<file path="config.mk">
export PLATFORM = sky130hd
export DESIGN_NAME = sdram_port_arbiter_flat
export DESIGN_NICKNAME = d
export VERILOG_FILES = /design/src/rtl/sdram_pkg.sv /design/src/rtl/sdram_port_arbiter_if.sv /design/src/rtl/sdram_grant.sv /design/src/rtl/sdram_port_arbiter.sv /design/src/flat_wrapper.sv
export SDC_FILE = /design/constraint.sdc
export NUM_CORES = 1
export LEC_CHECK = 0
export BUFFER_PORTS_ARGS = -buffer_cell sky130_fd_sc_hd__buf_2
export CAP_MARGIN = 20
export CORE_UTILIZATION = 30
export CTS_CLUSTER_SIZE = 20
export DETAILED_ROUTE_END_ITERATION = 7
export GPL_ROUTABILITY_DRIVEN = 0
export PLACE_DENSITY = 0.6
export SLEW_MARGIN = 20
export SYNTH_ARGS = -nofsm -noshare
export SYNTH_HDL_FRONTEND = slang
export SYNTH_SLANG_ARGS = --single-unit
</file>
<file path="constraint.sdc">
create_clock -name clk -period 1.7 [get_ports clk]
set_input_delay 0.17 -clock clk [delete_from_list [all_inputs] [get_ports clk]]
set_output_delay 0.17 -clock clk [all_outputs]
set_load 0.01 [all_outputs]
</file>
<file path="src/rtl/sdram_pkg.sv">
// ============================================================================
// Module      : sdram_pkg
// Description : Shared types for the SDRAM port arbiter: FSM states, port id
//               and the registered request bundle.
// Revision    : 1.0 - initial release
// ============================================================================
`default_nettype none

package sdram_pkg;

    typedef enum logic [1:0] {
        IDLE      = 2'd0,
        ISSUE     = 2'd1,
        WAIT_DONE = 2'd2,
        GAP       = 2'd3
    } state_e;

    typedef enum logic {
        PORT_A = 1'b0,
        PORT_B = 1'b1
    } port_id_e;

    typedef struct packed {
        logic [24:0] addr;
        logic [15:0] din;
        logic        word;
        logic        we;
    } mem_req_t;

endpackage

`default_nettype wire

</file>
<file path="src/rtl/sdram_port_arbiter_if.sv">
// ============================================================================
// Module      : sdram_port_arbiter_if
// Description : Client ports A/B plus the controller-side rd/wr/busy bus.
// Revision    : 1.0 - initial release
// ============================================================================
`default_nettype none

interface sdram_port_arbiter_if;
    logic        a_req;
    logic        a_we;
    logic        a_word;
    logic [24:0] a_addr;
    logic [15:0] a_din;
    logic        a_ack;
    logic [15:0] a_dout;

    logic        b_req;
    logic        b_we;
    logic        b_word;
    logic [24:0] b_addr;
    logic [15:0] b_din;
    logic        b_ack;
    logic [15:0] b_dout;

    logic [24:0] mem_addr;
    logic [15:0] mem_din;
    logic        mem_word;
    logic        mem_rd;
    logic        mem_wr;
    logic [15:0] mem_dout;
    logic        mem_busy;

    // Clients and the controller together form the master side.
    modport master (
        output a_req, a_we, a_word, a_addr, a_din,
        input  a_ack, a_dout,
        output b_req, b_we, b_word, b_addr, b_din,
        input  b_ack, b_dout,
        input  mem_addr, mem_din, mem_word, mem_rd, mem_wr,
        output mem_dout, mem_busy
    );

    modport slave (
        input  a_req, a_we, a_word, a_addr, a_din,
        output a_ack, a_dout,
        input  b_req, b_we, b_word, b_addr, b_din,
        output b_ack, b_dout,
        output mem_addr, mem_din, mem_word, mem_rd, mem_wr,
        input  mem_dout, mem_busy
    );
endinterface

`default_nettype wire

</file>
<file path="src/rtl/sdram_grant.sv">
// ============================================================================
// Module      : sdram_grant
// Description : Fixed-priority / round-robin port select with its pointer.
// Revision    : 1.0 - initial release
// ============================================================================
`default_nettype none

module sdram_grant
    import sdram_pkg::*;
#(
    parameter bit ROUND_ROBIN = 1'b0
) (
    input  wire           clk,
    input  wire           reset_n,
    input  wire           i_a_req,
    input  wire           i_b_req,
    input  wire mem_req_t i_a_cmd,
    input  wire mem_req_t i_b_cmd,
    input  wire           i_take,
    output logic          o_req_any,
    output port_id_e      o_grant_id,
    output mem_req_t      o_grant_cmd
);

    // Set when B should win the next contested grant.
    logic r_prio_b;

    always_comb begin
        o_grant_id = PORT_A;
        if (i_a_req && i_b_req) begin
            o_grant_id = (ROUND_ROBIN && r_prio_b) ? PORT_B : PORT_A;
        end else if (i_b_req) begin
            o_grant_id = PORT_B;
        end
        o_grant_cmd = (o_grant_id == PORT_B) ? i_b_cmd : i_a_cmd;
    end

    assign o_req_any = i_a_req | i_b_req;

    always_ff @(posedge clk or negedge reset_n) begin
        if (!reset_n) begin
            r_prio_b <= 1'b0;
        end else if (i_take && ROUND_ROBIN) begin
            r_prio_b <= (o_grant_id == PORT_A);
        end
    end

endmodule

`default_nettype wire

</file>
<file path="src/rtl/sdram_port_arbiter.sv">
// ============================================================================
// Module      : sdram_port_arbiter
// Description : Serialises two client ports onto the edge-triggered SDRAM
//               controller rd/wr + busy interface.
// Revision    : 1.0 - initial release
// ============================================================================
`default_nettype none

module sdram_port_arbiter
    import sdram_pkg::*;
#(
    parameter bit ROUND_ROBIN = 1'b0
) (
    input  wire              clk,
    input  wire              reset_n,
    sdram_port_arbiter_if.slave bus
);

    localparam logic [1:0] ST_IDLE      = IDLE;
    localparam logic [1:0] ST_ISSUE     = ISSUE;
    localparam logic [1:0] ST_WAIT_DONE = WAIT_DONE;
    localparam logic [1:0] ST_GAP       = GAP;

    mem_req_t    w_a_cmd;
    mem_req_t    w_b_cmd;
    mem_req_t    w_grant_cmd;
    port_id_e    w_grant_id;
    logic        w_req_any;
    logic        w_take;

    logic [1:0]  r_state;
    port_id_e    r_port;
    logic        r_we;
    logic [24:0] r_mem_addr;
    logic [15:0] r_mem_din;
    logic        r_mem_word;
    logic        r_mem_rd;
    logic        r_mem_wr;
    logic        r_a_ack;
    logic        r_b_ack;
    logic [15:0] r_a_dout;
    logic [15:0] r_b_dout;

    assign w_a_cmd = '{addr: bus.a_addr, din: bus.a_din, word: bus.a_word, we: bus.a_we};
    assign w_b_cmd = '{addr: bus.b_addr, din: bus.b_din, word: bus.b_word, we: bus.b_we};
    assign w_take  = (r_state == ST_IDLE) && w_req_any;

    sdram_grant #(
        .ROUND_ROBIN (ROUND_ROBIN)
    ) u_grant (
        .clk         (clk),
        .reset_n     (reset_n),
        .i_a_req     (bus.a_req),
        .i_b_req     (bus.b_req),
        .i_a_cmd     (w_a_cmd),
        .i_b_cmd     (w_b_cmd),
        .i_take      (w_take),
        .o_req_any   (w_req_any),
        .o_grant_id  (w_grant_id),
        .o_grant_cmd (w_grant_cmd)
    );

    always_ff @(posedge clk or negedge reset_n) begin
        if (!reset_n) begin
            r_state    <= ST_IDLE;
            r_port     <= PORT_A;
            r_we       <= 1'b0;
            r_mem_addr <= '0;
            r_mem_din  <= '0;
            r_mem_word <= 1'b0;
            r_mem_rd   <= 1'b0;
            r_mem_wr   <= 1'b0;
            r_a_ack    <= 1'b0;
            r_b_ack    <= 1'b0;
            r_a_dout   <= '0;
            r_b_dout   <= '0;
        end else begin
            r_a_ack <= 1'b0;
            r_b_ack <= 1'b0;
            case (r_state)
                ST_IDLE: begin
                    if (w_req_any) begin
                        r_mem_addr <= w_grant_cmd.addr;
                        r_mem_din  <= w_grant_cmd.din;
                        r_mem_word <= w_grant_cmd.word;
                        r_we       <= w_grant_cmd.we;
                        r_port     <= w_grant_id;
                        r_state    <= ST_ISSUE;
                    end
                end
                ST_ISSUE: begin
                    r_mem_rd <= ~r_we;
                    r_mem_wr <= r_we;
                    // Only trust busy once our own edge is on the bus.
                    if ((r_mem_rd || r_mem_wr) && bus.mem_busy) begin
                        r_state <= ST_WAIT_DONE;
                    end
                end
                ST_WAIT_DONE: begin
                    if (!bus.mem_busy) begin
                        if (!r_we) begin
                            if (r_port == PORT_B) r_b_dout <= bus.mem_dout;
                            else                  r_a_dout <= bus.mem_dout;
                        end
                        r_a_ack  <= (r_port == PORT_A);
                        r_b_ack  <= (r_port == PORT_B);
                        r_mem_rd <= 1'b0;
                        r_mem_wr <= 1'b0;
                        r_state  <= ST_GAP;
                    end
                end
                ST_GAP: begin
                    r_state <= ST_IDLE;
                end
                default: begin
                    r_state <= ST_IDLE;
                end
            endcase
        end
    end

    assign bus.mem_addr = r_mem_addr;
    assign bus.mem_din  = r_mem_din;
    assign bus.mem_word = r_mem_word;
    assign bus.mem_rd   = r_mem_rd;
    assign bus.mem_wr   = r_mem_wr;
    assign bus.a_ack    = r_a_ack;
    assign bus.b_ack    = r_b_ack;
    assign bus.a_dout   = r_a_dout;
    assign bus.b_dout   = r_b_dout;

endmodule

`default_nettype wire

</file>
<file path="src/flat_wrapper.sv">
// flat-port wrapper written by rule: the top's interface ports become plain ports
module sdram_port_arbiter_flat import sdram_pkg::*;
#(
    parameter bit ROUND_ROBIN = 1'b0
)
  (clk, reset_n, bus_a_req, bus_a_we, bus_a_word, bus_a_addr, bus_a_din, bus_a_ack, bus_a_dout, bus_b_req, bus_b_we, bus_b_word, bus_b_addr, bus_b_din, bus_b_ack, bus_b_dout, bus_mem_addr, bus_mem_din, bus_mem_word, bus_mem_rd, bus_mem_wr, bus_mem_dout, bus_mem_busy);
  sdram_port_arbiter_if bus_i ();
  input  wire clk;
  input  wire reset_n;
  input wire logic [$bits(bus_i.a_req)-1:0] bus_a_req;
  input wire logic [$bits(bus_i.a_we)-1:0] bus_a_we;
  input wire logic [$bits(bus_i.a_word)-1:0] bus_a_word;
  input wire logic [$bits(bus_i.a_addr)-1:0] bus_a_addr;
  input wire logic [$bits(bus_i.a_din)-1:0] bus_a_din;
  output wire logic [$bits(bus_i.a_ack)-1:0] bus_a_ack;
  output wire logic [$bits(bus_i.a_dout)-1:0] bus_a_dout;
  input wire logic [$bits(bus_i.b_req)-1:0] bus_b_req;
  input wire logic [$bits(bus_i.b_we)-1:0] bus_b_we;
  input wire logic [$bits(bus_i.b_word)-1:0] bus_b_word;
  input wire logic [$bits(bus_i.b_addr)-1:0] bus_b_addr;
  input wire logic [$bits(bus_i.b_din)-1:0] bus_b_din;
  output wire logic [$bits(bus_i.b_ack)-1:0] bus_b_ack;
  output wire logic [$bits(bus_i.b_dout)-1:0] bus_b_dout;
  output wire logic [$bits(bus_i.mem_addr)-1:0] bus_mem_addr;
  output wire logic [$bits(bus_i.mem_din)-1:0] bus_mem_din;
  output wire logic [$bits(bus_i.mem_word)-1:0] bus_mem_word;
  output wire logic [$bits(bus_i.mem_rd)-1:0] bus_mem_rd;
  output wire logic [$bits(bus_i.mem_wr)-1:0] bus_mem_wr;
  input wire logic [$bits(bus_i.mem_dout)-1:0] bus_mem_dout;
  input wire logic [$bits(bus_i.mem_busy)-1:0] bus_mem_busy;
  assign bus_i.a_req = bus_a_req;
  assign bus_i.a_we = bus_a_we;
  assign bus_i.a_word = bus_a_word;
  assign bus_i.a_addr = bus_a_addr;
  assign bus_i.a_din = bus_a_din;
  assign bus_a_ack = bus_i.a_ack;
  assign bus_a_dout = bus_i.a_dout;
  assign bus_i.b_req = bus_b_req;
  assign bus_i.b_we = bus_b_we;
  assign bus_i.b_word = bus_b_word;
  assign bus_i.b_addr = bus_b_addr;
  assign bus_i.b_din = bus_b_din;
  assign bus_b_ack = bus_i.b_ack;
  assign bus_b_dout = bus_i.b_dout;
  assign bus_mem_addr = bus_i.mem_addr;
  assign bus_mem_din = bus_i.mem_din;
  assign bus_mem_word = bus_i.mem_word;
  assign bus_mem_rd = bus_i.mem_rd;
  assign bus_mem_wr = bus_i.mem_wr;
  assign bus_i.mem_dout = bus_mem_dout;
  assign bus_i.mem_busy = bus_mem_busy;
  sdram_port_arbiter #(.ROUND_ROBIN(ROUND_ROBIN)) u_core (.clk(clk), .reset_n(reset_n), .bus(bus_i));
endmodule
</file>
==> results.yml <==
critical_path:
  worstPathMaxFanout: 16
  cpPeakStageDelay_ns: 0.40
  crit-reg2reg-launch: "u_core.r_state[0]$_DFFE_PN0P_"
  critical_path.startpoint: "u_core.r_state[0]$_DFFE_PN0P_"
  ff2ff_setup_slack_ns: 0.11
  cpLargestDelayFamily: "flip-flops"
  worst-path-buf-inv: 2
  setup.worst_path.class: "register to register"
  startpoint_type: "register"
  cp-end-kind: "register"
  worst-r2r-cell-count: 6
  worstPathCellList: "inv_2, ha_4, nor3b_2, and2_4, buf_12, mux2_2"
  timing.critical_path.slowest_stage_cell: "sky130_fd_sc_hd__dfrtp_1"
  worst-endpoint-arrival_ns: 1.80
  worst_r2r_endpoint: "u_core.bus.a_dout[3]$_DFFE_PN0P_"
  critical_path_required_ns: 1.91
synth:
  synth-seq-cells: 82
  post_synth_instance_area_um2: 3590
  number_of_instances_in_the_synthesized_netlist: 289
  synthTopCellsByArea: "sky130_fd_sc_hd__dfrtp_1 57%, sky130_fd_sc_hd__mux2i_1 13%, sky130_fd_sc_hd__mux2_2 7.2%, sky130_fd_sc_hd__o21ai_0 6.6%, sky130_fd_sc_hd__nand2_1 4.5%"
  synth.lib_cells_used.distinct: 24
  yosysWarningCount: 0
  syn_avg_cell_area_um2: 12.4
  postSynthNetCount: 400
  synth_top_cell_area_share_pct: 57.1
  ys_seq_area_share_pct: 57.1
  synth_top_area_cell: "sky130_fd_sc_hd__dfrtp_1"
floorplanning:
  die_y_um: 111
  die-area_um2: 12400
  die_x_um: 111
  floorplan.core_area_um2: 11600
  placement_rows: 39
  num_io_pins: 185
  initial_utilization_pct: 31.1
routing:
  wl_per_cell_um: 13.2
  met3RoutedLength_um: 668
  iteration_0_drc_markers: 149
  drt-vias-per-instance: 4.43
  drtPass1Iterations: 8
  wirelength_um: 8330
  routed-via-count: 2786
  drt_drc_violations_left: 28
  antenna_left: 0
  wl_met1_um: 3650
  routed-wl-met2_um: 3940
  topRoutingLayerUsed: "met4"
power_and_ir_drop:
  power_density_nw_per_um2: 1690
  irDropWorstVdd_uv: 629
  fin_total_pwr_mw: 8.56
  static_power_due_to_leakage_nw: 2.59
placement:
  placed_cell_area_um2: 4730
  post-place-ws_ns: 0.00285
  place_hpwl_um: 6420
  io_buffers: 184
sta:
  max_slew_headroom_at_the_worst_pin_pct: 78.6
  setup_tns_ns: 0
  tightest_slew_ns: 0.320
  postLayoutSetupSlackWorst_ns: 0.112
  finClkSkew_ns: 0.00452
  unrepaired_setup_endpoints_after_global_routing: "false"
  timing.fmax_mhz: 630
  report.final.hold_viol_count: 0
  fin_crit_ns: 1.59
  timing.final.setup_violations: 0
  max_transition_viols_final: 0
  finalCritPeriodShare_pct: 93.4
finish:
  drive_above_1_share_pct: 52.3
  final_cell_mix: "183 x sky130_fd_sc_hd__buf_2, 82 x sky130_fd_sc_hd__dfrtp_1, 46 x sky130_fd_sc_hd__o21ai_0, 45 x sky130_fd_sc_hd__mux2i_1, 43 x sky130_fd_sc_hd__nand2_1"
  postLayoutCellArea_um2: 5070
  multi_input_comb_area_um2: 1440
  n_antenna_cell: 0
  fillers: 1109
  area_grow_syn2layout_pct: 41.1
  ff_latch_area_um2: 2050
  fin_nets: 592
  layout.cells.most_common: "sky130_fd_sc_hd__buf_2"
clock_tree:
  clock_latency_ns: 0.33
  cts-root-to-sink-buffers: 2
  h-tree-depth: 3
  clock_tree_from_tritoncts: "done"
  clock_tree.root_cell: "sky130_fd_sc_hd__clkbuf_16"
  cts_made_buffers: 9
  sink_count_of_the_clock_tree: 82
  cts.reportedPaths.clkPinSlew_ns: 0.06
grt:
  grt_antenna_before_repair: 0
  grt_start_max_net_pins: 61
  gr-usage-all-layers_pct: 14.1
  global_route_wire_length_before_repair_um: 13600
  grt_remaining_overflow: 0
  first_global_vias: 2793
hold_path:
  timing.hold.worst_endpoint: "u_core.bus.b_dout[8]$_DFFE_PN0P_"
  holdPathStages: 2
  hp-start: "bus_mem_dout[8]"
  worstHoldPathType: "input pin to register"
outcome:
  failed_checks: "design-rule violations"
  run_status: "finished, violations left"
flow_run:
  maxCapViolCount: 0
-- worst max-delay path by stage --
stage | end | slack (ns) | cells after the start
6_report | u_core.bus.a_dout[3]$_DFFE_PN0P_ | 0.11 | 6
4_1_cts | u_core.r_state[1]$_DFFE_PN0P_ | 0.002 | 5
3_3_place_gp | u_core.bus.b_dout[13]$_DFFE_PN0P_ | 0.07 | 5
5_1_grt | u_core.bus.a_dout[14]$_DFFE_PN0P_ | 0.02 | 6
3_5_place_dp | u_core.bus.b_dout[15]$_DFFE_PN0P_ | 0.003 | 5
2_1_floorplan | u_core.bus.a_dout[10]$_DFFE_PN0P_ | 0.03 | 7
-- timing repair --
action | 4_1_cts | 5_1_grt
hold buffers | 1 | 0
hold endpoints to repair | 49 | 0
setup buffers | 3 | 0
gates resized for setup | 0 | 3
endpoints found under the setup margin | 2 | 17
pin swaps | 0 | 0
-- stage by stage --
step / hold slack, ns / std cells / util (%)
2_1_floorplan: -0.126 / 289 / -
4_1_cts: 0.0534 / 629 / 43.8
3_5_place_dp: 0.0586 / 609 / 40.9
3_3_place_gp: 0.0588 / 609 / 40.9
5_1_grt: 0.0642 / 629 / 43.8
6_report: 0.0801 / 629 / 43.8
-- state kept, by name, indices dropped and copies added, names as in the netlist, 2 cells and up --
signal,count
u_core.bus.b_dout,16
u_core.bus.mem_addr,25
u_core.bus.a_dout,16
u_core.r_state,2
u_core.bus.mem_din,16
-- Yosys cell counts, drive strengths merged --
library cell,number
and2,2
mux2,33
dfrtp,82
mux2i,45
and3b,1
nand3,2
inv,3
buf,14
nor3b,2
nor2,1
ha,4
a2bb2oi,1
o21ai,47
nor2b,1
a21oi,3
a221oi,1
clkbuf,4
nand2,43
-- where the power goes --
| part | switching [mW] | leakage [nW] | internal, mW |
|---|---|---|---|
| sequential | 0.493 | 1.01 | 2.90 |
| combinational | 1.72 | 1.44 | 1.66 |
| clock | 0.732 | 0.139 | 1.07 |
-- cells by family (layout without fill, tap and decap cells) --
kind of cell	count (synthesis)	in the layout	synth area share (%)
compound gates	52	52	7.46
fa+ha+maj	4	4	1.39
buf+inv	21	218	3.80
flops	82	82	57.1
mux	78	78	23.9
simple gates	52	52	6.27
-- metal layers --
metal	global-route usage, %	up-vias
met4	4.86	0
met5	0	-
met2	22.5	130
li1	-	1386
met3	5.93	4
met1	17.0	1266
-- cell type report --
class                      instances  area share [%]
tap                              143            3.53
clock inverter                     4           0.518
timing repair buffer             199            21.7
sequential                        82            40.5
multi-input combinational        186            28.5
clock buffer                      12            5.06
inverter                           3           0.222
-- worst register-to-register path, stage by stage (launching register included) --
cell,delay (ns)
sky130_fd_sc_hd__dfrtp_1,0.40
sky130_fd_sc_hd__inv_2,0.10
sky130_fd_sc_hd__ha_4,0.14
sky130_fd_sc_hd__nor3b_2,0.17
sky130_fd_sc_hd__and2_4,0.17
sky130_fd_sc_hd__buf_12,0.14
sky130_fd_sc_hd__mux2_2,0.34
Note: power is estimated with default switching activity, not from simulation.
